`config.mk`:
```
export PLATFORM = sky130hd
export DESIGN_NAME = uart_rx_frontend
export DESIGN_NICKNAME = d
export VERILOG_FILES = /design/src/rtl/uart_rx_frontend.sv
export SDC_FILE = /design/constraint.sdc
export NUM_CORES = 1
export LEC_CHECK = 0
export CAP_MARGIN = 20
export CORE_UTILIZATION = 35
export CTS_BUF_LIST = sky130_fd_sc_hd__clkbuf_8
export DETAILED_ROUTE_END_ITERATION = 8
export PLACE_DENSITY = 0.62
export SLEW_MARGIN = 20
export SYNTH_ARGS = -nofsm -noshare
export SYNTH_HDL_FRONTEND = slang
export SYNTH_SLANG_ARGS = --single-unit
```
`constraint.sdc`:
```
create_clock -name clk -period 3.2 [get_ports clk]
set_input_delay 0.48 -clock clk [delete_from_list [all_inputs] [get_ports clk]]
set_output_delay 0.48 -clock clk [all_outputs]
set_load 0.05 [all_outputs]
```
`src/rtl/uart_rx_frontend.sv`:
```
// ============================================================================
// Module   : uart_rx_frontend
// Purpose  : 8N1 serial receiver with byte handshake, glitch/framing/overrun
//            reporting for the CPU UART peripheral.
// Revision : 1.0 - initial release
// ============================================================================
`default_nettype none

module uart_rx_frontend #(
  parameter int CLKS_PER_BIT = 1302,
  parameter int HALF_BIT     = CLKS_PER_BIT / 2
) (
  input  logic       clk,
  input  logic       reset,
  input  logic       UART_RX,
  input  logic       rx_ack,
  input  logic       err_clr,
  output logic [7:0] rx_data,
  output logic       rx_valid,
  output logic       frame_err,
  output logic       overrun,
  output logic       busy
);

  localparam int               CNT_W     = $clog2(CLKS_PER_BIT);
  localparam logic [CNT_W-1:0] BIT_LAST  = CNT_W'(CLKS_PER_BIT - 1);
  localparam logic [CNT_W-1:0] HALF_LAST = CNT_W'(HALF_BIT - 1);

  typedef enum logic [2:0] {
    IDLE      = 3'd0,
    START     = 3'd1,
    DATA      = 3'd2,
    STOP      = 3'd3,
    WAIT_HIGH = 3'd4
  } state_t;

  state_t           state;
  state_t           state_nxt;
  logic             sync_ff;
  logic             rx_s;
  logic [CNT_W-1:0] baud_cnt;
  logic [2:0]       bit_idx;
  logic [7:0]       shift_reg;
  logic             baud_done;
  logic             cnt_run;
  logic             sample_data;
  logic             stop_good;
  logic             stop_bad;
  logic             commit;
  logic             ovr_set;

  // Synchroniser resets to the idle (high) line level so reset never fakes a start.
  always_ff @(posedge clk or posedge reset) begin
    if (reset) begin
      sync_ff <= 1'b1;
      rx_s    <= 1'b1;
    end else begin
      sync_ff <= UART_RX;
      rx_s    <= sync_ff;
    end
  end

  always_ff @(posedge clk or posedge reset) begin
    if (reset) begin
      state <= IDLE;
    end else begin
      state <= state_nxt;
    end
  end

  always_comb begin
    state_nxt   = state;
    cnt_run     = 1'b0;
    sample_data = 1'b0;
    stop_good   = 1'b0;
    stop_bad    = 1'b0;
    baud_done   = (state == START) ? (baud_cnt == HALF_LAST) : (baud_cnt == BIT_LAST);
    case (state)
      IDLE: begin
        if (!rx_s) state_nxt = START;
      end
      START: begin
        cnt_run = 1'b1;
        if (baud_done) state_nxt = rx_s ? IDLE : DATA;
      end
      DATA: begin
        cnt_run = 1'b1;
        if (baud_done) begin
          sample_data = 1'b1;
          if (bit_idx == 3'd7) state_nxt = STOP;
        end
      end
      STOP: begin
        cnt_run = 1'b1;
        if (baud_done) begin
          if (rx_s) begin
            stop_good = 1'b1;
            state_nxt = IDLE;
          end else begin
            stop_bad  = 1'b1;
            state_nxt = WAIT_HIGH;
          end
        end
      end
      WAIT_HIGH: begin
        if (rx_s) state_nxt = IDLE;
      end
      default: state_nxt = IDLE;
    endcase
    // A same-cycle ack frees the holding register, so the new byte wins.
    commit  = stop_good && (!rx_valid || rx_ack);
    ovr_set = stop_good && rx_valid && !rx_ack;
  end

  always_ff @(posedge clk or posedge reset) begin
    if (reset) begin
      baud_cnt  <= '0;
      bit_idx   <= '0;
      shift_reg <= '0;
      rx_data   <= '0;
      rx_valid  <= 1'b0;
      frame_err <= 1'b0;
      overrun   <= 1'b0;
    end else begin
      baud_cnt <= (cnt_run && !baud_done) ? baud_cnt + 1'b1 : '0;
      if (sample_data) begin
        bit_idx   <= bit_idx + 3'd1;
        shift_reg <= {rx_s, shift_reg[7:1]};
      end else if (state != DATA) begin
        bit_idx <= '0;
      end
      if (commit) begin
        rx_data  <= shift_reg;
        rx_valid <= 1'b1;
      end else if (rx_ack) begin
        rx_valid <= 1'b0;
      end
      if (stop_bad)     frame_err <= 1'b1;
      else if (err_clr) frame_err <= 1'b0;
      if (ovr_set)      overrun <= 1'b1;
      else if (err_clr) overrun <= 1'b0;
    end
  end

  assign busy = (state != IDLE);

endmodule

`default_nettype wire

```
==> results of run 1 <==
metrics by stage:
stage | util | worst slack, ns
finish | 0.440 | 0.438
global route | 0.440 | 0.362
CTS | 0.440 | 0.427
detailed placement | 0.417 | 0.440
global placement | 0.417 | 0.555
floorplan | - | 0.822
cell families after synthesis:
group,count (synthesis),synth area share
simple gates,56,0.181
flops,38,0.538
compound gates,19,0.0685
mux,17,0.125
xor+xnor,9,0.0445
buf+inv,9,0.0219
fa+ha+maj,3,0.0212
how the worst max path moves through the flow:
stage / cells past startpoint / start / slack, ns / end
after global routing: 5 / state[2] / 0.36 / rx_data[1]
after floorplan: 7 / state[1] / 0.82 / rx_data[0]
final: 5 / state[2] / 0.44 / rx_data[1]
after detailed placement: 5 / state[2] / 0.44 / rx_data[1]
after CTS: 5 / state[2] / 0.43 / rx_data[1]
after global placement: 5 / state[2] / 0.55 / rx_data[5]
cells in the mapped netlist, drive strengths merged:
master	number
nor4b	1
inv	3
or3	3
o41ai	1
nand4	1
ha	3
buf	2
a22oi	1
nand2	7
nor2	15
nor3	5
o32ai	1
xor2	4
and2	1
a21oi	5
nor3b	3
o22ai	2
a22o	1
or2	1
mux2	17
nand2b	2
xnor2	5
nor2b	3
o21bai	1
a211oi	1
or4bb	2
dfstp	2
clkbuf	4
nand3	10
dfrtp	36
or4	1
o21ai	6
or3b	1
layout by cell type (no fill, tap or decap), drive strengths merged, types with 3 or more instances in the layout:
cell / Yosys / final
o21ai: 6 / 6
nor3b: 3 / 3
nor2b: 3 / 3
nor2: 15 / 15
xnor2: 5 / 5
ha: 3 / 3
nor3: 5 / 5
mux2: 17 / 17
clkdlybuf4s50: 0 / 16
nand2: 7 / 7
or3: 3 / 3
a21oi: 5 / 5
inv: 3 / 3
nand3: 10 / 10
xor2: 4 / 4
dfrtp: 36 / 36
clkbuf: 4 / 5
worst reg2reg max path: stages (launching register included):
cell and delay [ns]:
dfrtp_1 0.50, or3b_1 0.50, nor4b_4 0.32, a22oi_2 0.16
or4_1 0.79, mux2_4 0.40
where the power goes:
| group | switching (mW) | leakage (nW) | internal [mW] | total [mW] |
|---|---|---|---|---|
| logic | 0.0101 | 0.353 | 0.00563 | 0.0158 |
| clock network | 0.161 | 0.0579 | 0.229 | 0.390 |
| registers | 0.00198 | 0.509 | 0.482 | 0.484 |
| total | 0.173 | 0.920 | 0.717 | 0.891 |
layer usage:
metal	global-route usage	share of wire	routed length, um
met5	0	0	0
met4	0.0436	0.0049	16
met3	0.0414	0.036	118
met2	0.209	0.48	1550
met1	0.193	0.48	1560
layout make-up:
cell class / count / area (um^2) / share of cell area
inverters: 3 / 11.3 / 0.00535
clock buffers: 5 / 68.8 / 0.0327
flip-flops and latches: 38 / 953 / 0.453
repair buffers: 17 / 168 / 0.0796
well taps: 67 / 83.8 / 0.0398
clock inverters: 3 / 40.0 / 0.0190
multi-input cells: 104 / 781 / 0.371
==> impl_metrics.yaml, run 1 <==
status:
  status: "finished clean"
cts:
  cts.hold.buffers_added: 0
  htreeDepth: 2
  cts_resized: 0
  tritoncts: "built"
  cts.clk_slew.worst_paths_ns: 0.07
  postCtsSetupBuffers: 0
  cts.path.max_buffers: 2
  cts.sinks: 38
  cts_root_buf: "clkbuf_8"
  cts_buffers: 5
  clk_latency_ns: 0.28
critical_path:
  crit_family: "simple AND/OR/NAND/NOR gates"
  worstSetupPathType: "reg2reg"
  worstPathMaxFanout: 12
  startpoint_type: "register"
  critPathBufInv: 0
  ff2ff_setup_slack_ns: 0.44
  worst_setup_path_end_kind: "register"
  r2r_start: "state[2]"
  cp.required_ns: 3.37
  worstPathArrival_ns: 2.93
  max_stage_delay_ns: 0.79
  path_cells: "or3b_1 -> nor4b_4 -> a22oi_2 -> or4_1 -> mux2_4"
  reg2reg_to: "rx_data[1]"
  slowest_stage: "or4_1"
  reg2reg_depth: 5
power:
  ir_drop_mv: 0.271
  finalPower_mw: 0.891
  power.density_nw_per_um2: 423
  power.leakage_nw: 0.920
detailed_routing:
  finalWirelength_mm: 3.24
  drtAntennaViolNets: 0
  drt_iter0_markers: 46
  vias: 1169
  wl_per_cell_um: 13.7
  vias_per_cell: 4.93
  dr.pass1.iters: 4
  drcViolationCount: 0
timing:
  fin_crit_sh: 0.863
  min_period_ns: 2.76
  slew_headroom: 0.574
  finalHoldViolations: 0
  rsz0062_at_grt: "no"
  finalClockSkew_ns: 0.00696
  max_freq_mhz: 362
  setup_viol: 0
  hold_ws_ns: 0.359
  tightest_slew_ns: 0.635
  slew_violations: 0
  fin_setup_tns_ns: 0
cells_and_area:
  nets: 177
  layout-drive-gt1-share: 0.141
  fill_cells: 441
  finalInstanceArea_um2: 2110
  area_growth_pct: 18.8
  stdcell_count: 237
  largest_reg_flops: 11
  num_antenna_cells: 0
global_routing:
  grt_usage: 0.139
  grt-ovfl-total: 0
  grt_pass1_wl_mm: 5.62
  antenna_found_initial: 0
  grt_start_max_net_pins: 39
  grt_pass1_vias: 1179
floorplan:
  fp.dieW_um: 73.2
  initial_core_util: 0.370
  io_pins: 17
  die_y_um: 73.2
  rows: 25
  coreArea_um2: 4790
  die_area_um2: 5350
logic_synthesis:
  synth_cell_types: 37
  syn-cell-area_um2: 1770
  synth.avg_cell_area_um2: 11.7
  synthTopCellsByArea: "dfrtp_1 51%, mux2_4 6.8%, mux2_1 5.7%"
  ys_ff_latch: 38
  seq_area_frac_synth: 0.538
  syn_nets: 159
  netlist_instances: 151
  synth_top_area_cell: "dfrtp_1"
  synth_warnings: 0
  yosys.area.top_type_share: 0.508
place:
  gp_congestion: 0.760
  dp.final_hpwl_mm: 2.35
  dp_cells: 229
  portBuffers: 16
  placed_cell_area_um2: 2000
run:
  cap_violations: 0
worst_hold_path:
  min-delay-start: "sync_ff"
  hp-class: "reg2reg"
  hold_depth: 0
  holdPathEnd: "rx_s"
No activity file was read; power rests on OpenSTA's default activity.
==> inputs of run 2 (changes only) <==
--- a/config.mk
+++ b/config.mk
@@ -10,6 +10,7 @@
 export CTS_BUF_LIST = sky130_fd_sc_hd__clkbuf_8
 export DETAILED_ROUTE_END_ITERATION = 8
 export PLACE_DENSITY = 0.62
+export SETUP_SLACK_MARGIN = 0.1
 export SLEW_MARGIN = 20
 export SYNTH_ARGS = -nofsm -noshare
 export SYNTH_HDL_FRONTEND = slang
==> results of run 2 <==
Final layout, timing and power as in run 1 (identical DEF).
